### src/rtl/mem_load_stage.sv
// Memory-response stage: tracks one outstanding dcache request from EX, aligns and
// extends the returned load data, and emits a registered one-cycle writeback pulse.
module mem_load_stage #(
    parameter int DATA_W = 32,
    parameter int RD_W   = 5
) (
    input  logic              clk,
    input  logic              rst,
    input  logic              ex_valid,
    input  logic              ex_is_load,
    input  logic [2:0]        ex_load_type,
    input  logic [1:0]        ex_addr_lo,
    input  logic [RD_W-1:0]   ex_rd,
    input  logic [DATA_W-1:0] ex_pc,
    input  logic              flush,
    input  logic              data_ok,
    input  logic [DATA_W-1:0] rdata,
    output logic              wb_valid,
    output logic              wb_we,
    output logic [RD_W-1:0]   wb_rd,
    output logic [DATA_W-1:0] wb_data,
    output logic [DATA_W-1:0] wb_pc,
    output logic              pause_mem
);

    typedef enum logic [1:0] {
        S_IDLE    = 2'd0,
        S_WAIT    = 2'd1,
        S_DISCARD = 2'd2
    } state_t;

    state_t              state_q, state_d;
    logic                is_load_q;
    logic [2:0]          load_type_q;
    logic [1:0]          addr_lo_q;
    logic [RD_W-1:0]     rd_q;
    logic [DATA_W-1:0]   pc_q;

    logic                wb_valid_q;
    logic                wb_we_q;
    logic [RD_W-1:0]     wb_rd_q;
    logic [DATA_W-1:0]   wb_data_q;
    logic [DATA_W-1:0]   wb_pc_q;

    logic                capture;
    logic                complete;
    logic [7:0]          byte_sel;
    logic [15:0]         half_sel;
    logic [DATA_W-1:0]   load_result;
    logic [DATA_W-1:0]   wb_data_d;

    // A response arriving together with a flush belongs to a squashed instruction.
    always_comb begin
        state_d  = state_q;
        capture  = 1'b0;
        complete = 1'b0;
        case (state_q)
            S_IDLE: begin
                if (ex_valid && !flush) begin
                    state_d = S_WAIT;
                    capture = 1'b1;
                end
            end
            S_WAIT: begin
                if (data_ok) begin
                    state_d  = S_IDLE;
                    complete = !flush;
                end else if (flush) begin
                    state_d = S_DISCARD;
                end
            end
            S_DISCARD: begin
                if (data_ok) begin
                    state_d = S_IDLE;
                end
            end
            default: state_d = S_IDLE;
        endcase
    end

    assign pause_mem = ((state_q == S_WAIT) && !data_ok) ||
                       (state_q == S_DISCARD) ||
                       ((state_q == S_IDLE) && ex_valid && !flush);

    always_comb begin
        byte_sel = 8'h00;
        case (addr_lo_q)
            2'd0:    byte_sel = rdata[7:0];
            2'd1:    byte_sel = rdata[15:8];
            2'd2:    byte_sel = rdata[23:16];
            default: byte_sel = rdata[31:24];
        endcase
        half_sel = addr_lo_q[1] ? rdata[31:16] : rdata[15:0];

        load_result = rdata;
        case (load_type_q)
            3'd0:    load_result = {{24{byte_sel[7]}}, byte_sel};
            3'd1:    load_result = {24'h000000, byte_sel};
            3'd2:    load_result = {{16{half_sel[15]}}, half_sel};
            3'd3:    load_result = {16'h0000, half_sel};
            default: load_result = rdata;
        endcase

        wb_data_d = is_load_q ? load_result : '0;
    end

    // Writeback fields only move on a completion so they hold between pulses.
    always_ff @(posedge clk or negedge rst) begin
        if (!rst) begin
            state_q     <= S_IDLE;
            is_load_q   <= 1'b0;
            load_type_q <= '0;
            addr_lo_q   <= '0;
            rd_q        <= '0;
            pc_q        <= '0;
            wb_valid_q  <= 1'b0;
            wb_we_q     <= 1'b0;
            wb_rd_q     <= '0;
            wb_data_q   <= '0;
            wb_pc_q     <= '0;
        end else begin
            state_q    <= state_d;
            wb_valid_q <= complete;
            if (capture) begin
                is_load_q   <= ex_is_load;
                load_type_q <= ex_load_type;
                addr_lo_q   <= ex_addr_lo;
                rd_q        <= ex_rd;
                pc_q        <= ex_pc;
            end
            if (complete) begin
                wb_we_q   <= is_load_q && (rd_q != '0);
                wb_rd_q   <= rd_q;
                wb_data_q <= wb_data_d;
                wb_pc_q   <= pc_q;
            end
        end
    end

    assign wb_valid = wb_valid_q;
    assign wb_we    = wb_we_q;
    assign wb_rd    = wb_rd_q;
    assign wb_data  = wb_data_q;
    assign wb_pc    = wb_pc_q;

endmodule

### config.mk
export PLATFORM = sky130hd
export DESIGN_NAME = mem_load_stage
export DESIGN_NICKNAME = d
export VERILOG_FILES = /design/src/rtl/mem_load_stage.sv
export SDC_FILE = /design/constraint.sdc
export NUM_CORES = 1
export LEC_CHECK = 0
export BUFFER_PORTS_ARGS = -buffer_cell sky130_fd_sc_hd__buf_2
export CORE_MARGIN = 2
export CORE_UTILIZATION = 55
export DETAILED_ROUTE_END_ITERATION = 12
export PLACE_DENSITY = 0.95
export SKIP_LAST_GASP = 1
export SLEW_MARGIN = 10
export SYNTH_ARGS = -nofsm -noshare
export SYNTH_HDL_FRONTEND = slang
export SYNTH_SLANG_ARGS = --single-unit
### constraint.sdc
create_clock -name clk -period 4.2 [get_ports clk]
set_input_delay 0.42 -clock clk [delete_from_list [all_inputs] [get_ports clk]]
set_output_delay 0.42 -clock clk [all_outputs]
set_load 0.01 [all_outputs]
==> flow_metrics.py, run 1 <==
metrics = {
    "run_status": {
        "status": "complete, no violations",
    },
    "sta": {
        "rsz0062_at_grt": "no",
        "tightestPinTransition_ns": 1.09,
        "timing.setup.tns_ns": 0,
        "hold_ws_ns": 0.115,
        "finalCriticalPeriod_ns": 2.84,
        "finalHoldViolCount": 0,
        "slew-limit-headroom_pct": 27.5,
        "report.final.slew_viol_count": 0,
        "max_freq_ghz": 0.352,
        "skew_ns": 0.00490,
        "setup_viol": 0,
        "period_share_pct": 67.6,
    },
    "critical_path": {
        "critPathArrivalTime_ns": 3.27,
        "reg2reg_to": "wb_data[23]",
        "crit_family": "simple AND/OR/NAND/NOR gates",
        "required_ns": 4.64,
        "cp-end-kind": "flip-flop",
        "r2r_cells": 6,
        "cp.buffers_inverters": 1,
        "worst_r2r_startpoint": "state_q[1]",
        "cp.depth": 6,
        "startpoint": "state_q[1]",
        "r2r_setup_slack_ns": 1.36,
        "worst-setup-path-type": "reg -> reg",
        "cp_max_fo": 39,
        "cpPeakStageDelay_ns": 0.83,
        "startpoint_type": "flip-flop",
        "crit_path_cell_trace": "nor2_2 -> nand3_4 -> inv_2 -> nand2_2 -> nor2_1 -> a221o_1",
        "critPathCapture": "wb_data[23]",
        "worst_path_max_delay_cell": "nor2_1",
    },
    "clocking": {
        "htreeDepth": 4,
        "cts_tree": "done",
        "post_cts_resized": 0,
        "root_buffer": "clkbuf_8",
        "cts_num_sinks": 116,
        "post-cts-setup-buffers": 0,
        "cts_hold_buffers": 0,
        "numCtsBuffers": 17,
        "clk_pin_slew_ns": 0.06,
        "clk-insertion-delay-late_ns": 0.50,
        "clock_path_buffers": 2,
    },
    "detailed_routing": {
        "drcViolationCount": 0,
        "first_pass_iters": 4,
        "drt-wirelength-per-cell_um": 17.1,
        "vias": 3934,
        "ant_nets": 0,
        "first_iter_violations": 204,
        "wirelength_um": 12000,
        "via_per_inst": 5.59,
    },
    "layout": {
        "fin_nets": 663,
        "syn_to_final_growth_pct": 28.6,
        "num_antenna_cells": 0,
        "final-instance-count-excl-fill": 704,
        "final_area_um2": 6290,
        "drive_above_1_share_pct": 41.6,
        "n_fill_cell": 584,
    },
    "synth": {
        "netlist_instances": 435,
        "ys_warn_count": 0,
        "synth_area_per_cell_um2": 11.2,
        "ys_types": 37,
        "synth_nets": 515,
        "ys_seq_area_share_pct": 59.3,
        "synth-seq-cells": 116,
        "synthesis.area_um2": 4890,
    },
    "global_routing": {
        "track_usage_pct": 25.8,
        "antenna_found_initial": 0,
        "grt_max_degree": 90,
        "first_global_vias": 4013,
        "gr-total-overflow": 0,
        "grt_pass1_wl_um": 19900,
    },
    "die": {
        "core_um2": 8680,
        "die_h_um": 98.3,
        "row_count": 34,
        "die_w_um": 98.3,
        "start_util_pct": 56.4,
        "pin_count": 152,
        "die_area_um2": 9670,
    },
    "power": {
        "leakagePower_nw": 3.26,
        "power_frac_clock_pct": 36.0,
        "p_total_w": 0.00393,
        "p_sw_w": 0.00122,
        "power.density_nw_per_um2": 624,
        "ir_drop_v": 0.000447,
        "internal_power_w": 0.00271,
        "p_sw_share_pct": 31.0,
        "pwr-share-comb_pct": 22.2,
        "p_seq_share_pct": 41.8,
    },
    "hold_path": {
        "hold_class": "in -> async",
    },
    "placement": {
        "gp_congestion": 0.926,
        "dp_hpwl_um": 8280,
        "dp_cells": 672,
        "portBuffers": 151,
        "place_area_um2": 5710,
    },
    "flow_run": {
        "maxCapViolCount": 0,
    },
}
[kinds of logic after synthesis]
group / count (synthesis) / synth area share, %
buffers and inverters: 36 / 3.04
and+or+nand+nor: 152 / 13.1
muxes: 52 / 11.9
AOI/OAI and AO/OA: 79 / 12.6
DFF: 116 / 59.3
[cell type report]
cell class / count / area [um^2] / area share (%)
repair buffers: 154 / 781 / 12.4
flip-flops and latches: 116 / 2900 / 46.1
multi-input cells: 283 / 1850 / 29.4
clock inverters: 15 / 170 / 2.70
well taps: 108 / 135 / 2.15
clock buffers: 17 / 414 / 6.58
inverters: 11 / 41.3 / 0.656
[state kept, by name, summed over array words and instances (netlist names), 2 cells and up]
| signal | cells |
|---|---|
| rd_q | 5 |
| wb_rd | 5 |
| pc_q | 32 |
| state_q | 2 |
| wb_pc | 32 |
| wb_data | 32 |
| load_type_q | 3 |
| addr_lo_q | 2 |
[worst min-delay path by stage]
| stage | from | end | slack, ns | cells after the start |
|---|---|---|---|---|
| finish | rst | wb_data[20] | 0.11 | 1 |
| global route | ex_load_type[2] | load_type_q[2] | 0.13 | 3 |
| CTS | ex_load_type[2] | load_type_q[2] | 0.11 | 3 |
| detailed placement | pc_q[23] | wb_pc[23] | 0.45 | 2 |
| global placement | pc_q[3] | wb_pc[3] | 0.44 | 2 |
| floorplan | rst | addr_lo_q[0] | 0.12 | 0 |
[cell usage after synthesis (all sizes together)]
cell	number	area share (%)
nor3	7	0.82
nor2b	2	0.26
or2	1	0.13
buf	10	1.0
nor2	10	0.82
mux2i	1	0.20
a2111oi	1	0.56
dfrtp	116	59
a221o	16	3.3
a21oi	18	1.8
a22o	14	2.5
nand4	1	0.13
nand2	122	9.4
nand3	1	0.36
o211ai	1	0.15
nor4bb	1	0.20
clkbuf	15	1.2
o221a	1	0.23
or4	1	0.15
a21boi	1	0.15
nor3b	1	0.15
mux2	51	12
inv	11	0.84
o21ba	6	1.2
nand3b	1	0.15
nand2b	4	0.51
a32o	1	0.20
a41oi	1	0.18
a22oi	1	0.43
o21ai	18	1.8
[power by group through the flow]
stage          registers [W]  logic, W  clock network, W
2_1_floorplan        0.00170  0.000419                 0
3_3_place_gp         0.00164  0.000840                 0
3_5_place_dp         0.00165  0.000873                 0
4_1_cts              0.00164  0.000882           0.00143
5_1_grt              0.00168  0.000957           0.00148
6_report             0.00164  0.000871           0.00141
[cells in the final DEF, fill, tap and decap left out, types with 2 or more instances in the layout]
cell type,n
o21ba_2,6
clkinvlp_4,2
nand2_1,121
nor2_1,9
buf_2,150
mux2_2,47
nor3_1,6
nand2b_1,4
bufinv_16,2
a22o_1,14
dfrtp_1,116
a21oi_1,18
clkbuf_16,16
mux2_1,4
inv_1,10
o21ai_0,18
nor2b_1,2
buf_4,4
inv_6,6
clkinv_4,3
a221o_1,16
[per-layer routing]
layer	wire [um]	track usage (%)	part of all wire (%)	vias to the layer above
li1	-	-	-	1799
met4	261	9.59	2.2	0
met5	0	0	0	-
met3	1100	7.66	9.1	22
met2	5750	41.4	48	185
met1	4900	33.3	41	1928
[worst reg2reg max path, stage by stage, from the launching register on]
cell	delay, ns
dfrtp_1	0.45
nor2_2	0.21
nand3_4	0.09
inv_2	0.50
nand2_2	0.39
nor2_1	0.84
a221o_1	0.28
[metrics by stage]
| step | util (%) | setup slack (ns) |
|---|---|---|
| after floorplan | - | 2.37 |
| after global placement | 65.8 | 1.46 |
| after detailed placement | 65.8 | 1.37 |
| after CTS | 72.5 | 1.43 |
| after global routing | 72.5 | 1.11 |
| final | 72.5 | 1.36 |
(Power assumes the default switching activity.)
==> inputs of run 2 (changes only) <==
CORE_UTILIZATION = 46   (was 55)
PLACE_DENSITY = 0.86   (was 0.95)
clock period = 2.35 ns   (was 4.2 ns; I/O delays follow)
==> flow_metrics.py, run 2 (synthesis gave the netlist of run 1 again) <==
metrics = {
    "run_status": {
        "status": "complete, no violations",
    },
    "critical_path": {
        "startpoint_type": "flip-flop",
        "required_ns": 2.12,
        "cpPeakStageDelay_ns": 0.46,
        "crit_path_cell_trace": "nand2b_1 -> nor3_4 -> buf_6 -> nor2_1 -> nand2_1 -> buf_2",
        "cp_max_fo": 33,
        "critPathArrivalTime_ns": 1.98,
        "cp-end-kind": "primary output",
        "r2r_cells": 4,
        "worst_path_max_delay_cell": "dfrtp_1",
        "startpoint": "state_q[0]",
        "worst_r2r_startpoint": "load_type_q[1]",
        "cp.depth": 6,
        "critPathCapture": "pause_mem",
        "worst-setup-path-type": "reg -> out",
        "reg2reg_to": "wb_data[7]",
        "crit_family": "simple AND/OR/NAND/NOR gates",
        "r2r_setup_slack_ns": 0.36,
        "cp.buffers_inverters": 2,
    },
    "placement": {
        "portBuffers": 151,
        "dp_hpwl_um": 8690,
        "dp_cells": 706,
        "gp_congestion": 0.899,
        "dpl_worst_slack_ns": 0.453,
    },
    "die": {
        "die_area_um2": 11500,
        "pin_count": 152,
        "die_h_um": 107,
        "start_util_pct": 47.4,
        "row_count": 37,
        "die_w_um": 107,
        "core_um2": 10300,
    },
    "power": {
        "power.density_nw_per_um2": 1030,
        "pwr-share-comb_pct": 23.5,
        "p_seq_share_pct": 41.1,
        "ir_drop_v": 0.000631,
        "power_frac_clock_pct": 35.4,
        "p_sw_share_pct": 30.2,
        "p_total_w": 0.00718,
        "internal_power_w": 0.00501,
        "leakagePower_nw": 3.53,
        "p_sw_w": 0.00217,
    },
    "layout": {
        "final_cell_mix": "buf_2 (150), nand2_1 (121), dfrtp_1 (116)",
        "syn_to_final_growth_pct": 42.5,
        "regArea_um2": 2900,
        "n_fill_cell": 725,
        "final-instance-count-excl-fill": 795,
        "num_antenna_cells": 0,
        "fin_nets": 727,
        "drive_above_1_share_pct": 38.4,
        "multiInputGateArea_um2": 1850,
        "final_common_cell": "buf_2",
    },
    "detailed_routing": {
        "drt-wirelength-per-cell_um": 17.4,
        "first_iter_violations": 231,
        "wirelength_um": 13800,
        "first_pass_iters": 5,
        "drcViolationCount": 0,
        "via_per_inst": 5.28,
        "ant_nets": 0,
        "vias": 4195,
    },
    "sta": {
        "tightestPinTransition_ns": 0.707,
        "report.final.slew_viol_count": 0,
        "max_freq_ghz": 0.452,
        "finalHoldViolCount": 0,
        "period_share_pct": 94.0,
        "finalWorstSetupSlack_ns": 0.140,
        "finalCriticalPeriod_ns": 2.21,
        "skew_ns": 0.0102,
        "setup_viol": 0,
        "rsz0062_at_grt": "no",
        "slew-limit-headroom_pct": 52.9,
        "timing.setup.tns_ns": 0,
    },
    "clocking": {
        "root_buffer": "clkbuf_8",
        "cts_tree": "done",
        "clk-insertion-delay-late_ns": 0.50,
        "htreeDepth": 4,
        "clk_pin_slew_ns": 0.06,
        "cts_num_sinks": 116,
        "numCtsBuffers": 17,
        "clock_path_buffers": 2,
    },
    "flow_run": {
        "maxCapViolCount": 0,
    },
    "global_routing": {
        "first_global_vias": 4488,
        "gr-total-overflow": 0,
        "track_usage_pct": 24.9,
        "grt_max_degree": 61,
        "grt_pass1_wl_um": 22100,
        "antenna_found_initial": 0,
    },
    "hold_path": {
        "hold_class": "in -> reg",
    },
}
run 2: through the flow:
step           util, %  hold WS (ns)  instance area, um^2
2_1_floorplan        -       -0.0606                 4890
3_3_place_gp      56.2         0.183                 5800
3_5_place_dp      56.2         0.185                 5800
4_1_cts           67.4       0.00418                 6960
5_1_grt           67.5       0.00544                 6970
6_report          67.5        0.0340                 6970
run 2: what timing repair did:
action | in CTS | in global routing
hold endpoints to repair | 83 | 1
endpoints found under the setup margin | 0 | 1
hold buffers | 57 | 1
setup buffers | 0 | 0
gates resized for setup | 0 | 1
run 2: worst reg2reg max path: cells and delay by family, from the launching register on:
family	cells	cell delay (ns)
simple gates	2	0.79
flops	1	0.58
compound gates	2	0.51
run 2: metal layers:
metal / track usage, % / part of all wire, % / wire [um]
met5: 0 / 0 / 0
met4: 9.37 / 1.8 / 242
met3: 7.23 / 7.6 / 1060
met2: 43.4 / 51 / 6990
met1: 29.0 / 40 / 5540
run 2: layout make-up:
type | count | share of cell area [%]
flip-flops and latches | 116 | 41.6
multi-input cells | 283 | 26.5
repair buffers | 218 | 20.4
clock buffers | 18 | 6.14
well taps | 136 | 2.44
clock inverters | 13 | 2.30
inverters | 11 | 0.592
run 2: power by group through the flow:
stage               Clock [W]  Sequential [W]  Combinational (W)
floorplan                   0         0.00304           0.000748
global placement            0         0.00291            0.00153
detailed placement          0         0.00295            0.00158
finish                0.00254         0.00295            0.00168
CTS                   0.00258         0.00293            0.00167
global route          0.00269         0.00301            0.00183
run 2: worst min path at each step:
stage               slack, ns           end  cells past startpoint  startpoint
CTS                     0.004   wb_data[30]                      2   rdata[30]
floorplan               -0.06  addr_lo_q[0]                      0         rst
global placement         0.18    wb_data[0]                      1         rst
detailed placement       0.18    wb_data[1]                      1         rst
global route            0.005   wb_data[30]                      2   rdata[30]
finish                   0.03   wb_data[28]                      2   rdata[28]
==> inputs of run 3 (changes only) <==
==> constraint.sdc (replaced) <==
create_clock -name clk -period 2.35 [get_ports clk]
set_input_delay 0.47 -clock clk [delete_from_list [all_inputs] [get_ports clk]]
set_output_delay 0.47 -clock clk [all_outputs]
set_load 0.01 [all_outputs]
==> flow_metrics.py, run 3 (synthesis gave the netlist of run 1 again) <==
metrics = {
    "critical_path": {
        "worst_path_max_delay_cell": "dfrtp_1",
        "worst_r2r_startpoint": "addr_lo_q[0]",
        "critPathArrivalTime_ns": 1.59,
        "r2r_cells": 4,
        "cp_max_fo": 6,
        "r2r_setup_slack_ns": 0.29,
        "startpoint_type": "flip-flop",
        "cpPeakStageDelay_ns": 0.45,
        "cp.buffers_inverters": 1,
        "required_ns": 1.88,
        "worst-setup-path-type": "reg -> out",
        "reg2reg_to": "wb_data[24]",
        "crit_path_cell_trace": "nand2b_1 -> nor3_4 -> nor2_1 -> nand2_1 -> buf_2",
        "cp-end-kind": "primary output",
        "crit_family": "simple AND/OR/NAND/NOR gates",
    },
    "layout": {
        "regArea_um2": 2900,
        "n_fill_cell": 796,
        "final_core_utilization_pct": 62.6,
        "final_cell_mix": "buf_2 (150), nand2_1 (121), dfrtp_1 (116)",
        "fin_nets": 672,
        "multiInputGateArea_um2": 1850,
        "syn_to_final_growth_pct": 32.1,
        "num_antenna_cells": 0,
        "final_common_cell": "buf_2",
        "drive_above_1_share_pct": 42.3,
    },
    "hold_path": {
        "hold_path_end": "load_type_q[2]",
        "hold_class": "in -> reg",
        "whs_path_depth": 3,
        "hold_start": "ex_load_type[2]",
    },
    "clocking": {
        "post_cts_resized": 0,
        "clk_pin_slew_ns": 0.06,
        "htreeDepth": 4,
        "clock_path_buffers": 2,
        "numCtsBuffers": 17,
        "clk-insertion-delay-late_ns": 0.51,
        "cts_num_sinks": 116,
        "cts_tree": "done",
        "root_buffer": "clkbuf_8",
        "post-cts-setup-buffers": 0,
    },
    "sta": {
        "setup_viol": 0,
        "period_share_pct": 87.9,
        "slew-limit-headroom_pct": 36.8,
        "timing.setup.tns_ns": 0,
        "tightestPinTransition_ns": 0.948,
        "report.final.slew_viol_count": 0,
        "rsz0062_at_grt": "no",
        "max_freq_ghz": 0.484,
        "skew_ns": 0.00577,
        "finalCriticalPeriod_ns": 2.06,
        "finalHoldViolCount": 0,
    },
    "power": {
        "leakagePower_nw": 3.33,
        "power.density_nw_per_um2": 1130,
        "ir_drop_v": 0.000637,
    },
    "detailed_routing": {
        "vias": 3951,
        "first_iter_violations": 238,
        "drt-wirelength-per-cell_um": 16.8,
        "first_pass_iters": 4,
        "ant_nets": 0,
        "via_per_inst": 5.33,
        "wirelength_um": 12500,
        "drcViolationCount": 0,
    },
    "flow_run": {
        "maxCapViolCount": 0,
    },
    "global_routing": {
        "gr-total-overflow": 0,
        "track_usage_pct": 22.7,
        "antenna_found_initial": 0,
        "first_global_vias": 4136,
        "grt_max_degree": 72,
        "grt_pass1_wl_um": 20200,
    },
    "placement": {
        "portBuffers": 151,
        "dp_hpwl_um": 8650,
        "gp_congestion": 0.905,
    },
    "die": {
        "die_area_um2": 11500,
        "core_um2": 10300,
        "die_w_um": 107,
        "die_h_um": 107,
        "row_count": 37,
        "pin_count": 152,
        "start_util_pct": 47.4,
    },
    "run_status": {
        "status": "complete, no violations",
    },
}
[run 3: how the worst max path moves through the flow]
stage / slack, ns / endpoint / startpoint / depth (start not counted)
3_5_place_dp: 0.20 / wb_data[27] / flush / 7
5_1_grt: 0.14 / pause_mem / state_q[0] / 5
4_1_cts: 0.26 / pause_mem / state_q[0] / 5
3_3_place_gp: 0.33 / wb_data[28] / flush / 7
2_1_floorplan: 0.47 / pause_mem / state_q[0] / 5
6_report: 0.29 / pause_mem / state_q[0] / 5
[run 3: metal layers]
layer	vias up	global-route usage (%)	part of all wire (%)
met5	-	0	0
met4	0	7.98	1.1
met3	11	8.63	8.8
met2	183	38.7	50
met1	1938	26.2	40
li1	1819	-	-
[run 3: where the power goes]
part	total (W)	switching [W]	internal, W
clock network	0.00275	0.000952	0.00179
registers	0.00292	0.000367	0.00255
logic	0.00161	0.000839	0.000769
[run 3: repair_timing]
action | CTS | global route
setup endpoints to repair | 0 | 0
hold endpoints to repair | 23 | 0
hold buffers | 1 | 0
[run 3: cell type report]
class                      instances  share of cell area (%)
sequential                       116                    44.9
multi-input combinational        283                    28.6
clock buffer                      19                    6.83
timing repair buffer             163                    13.4
tap                              136                    2.63
clock inverter                    13                    3.04
inverter                          11                   0.639
[run 3: tightest hold or removal path, stage by stage]
cell	delay [ns]
buf_2	0.08
nand2_1	0.04
o21ai_0	0.06
[run 3: per-stage QoR]
step | instance area (um^2) | hold slack (ns) | power, W | worst slack, ns | instances
final | 6460 | 0.177 | 0.00727 | 0.285 | 741
after global routing | 6460 | 0.163 | 0.00765 | 0.144 | 741
after CTS | 6460 | 0.155 | 0.00733 | 0.258 | 741
after detailed placement | 5820 | 0.399 | 0.00454 | 0.202 | 708
after global placement | 5820 | 0.390 | 0.00445 | 0.333 | 708
after floorplan | 4890 | 0.174 | 0.00379 | 0.472 | 435
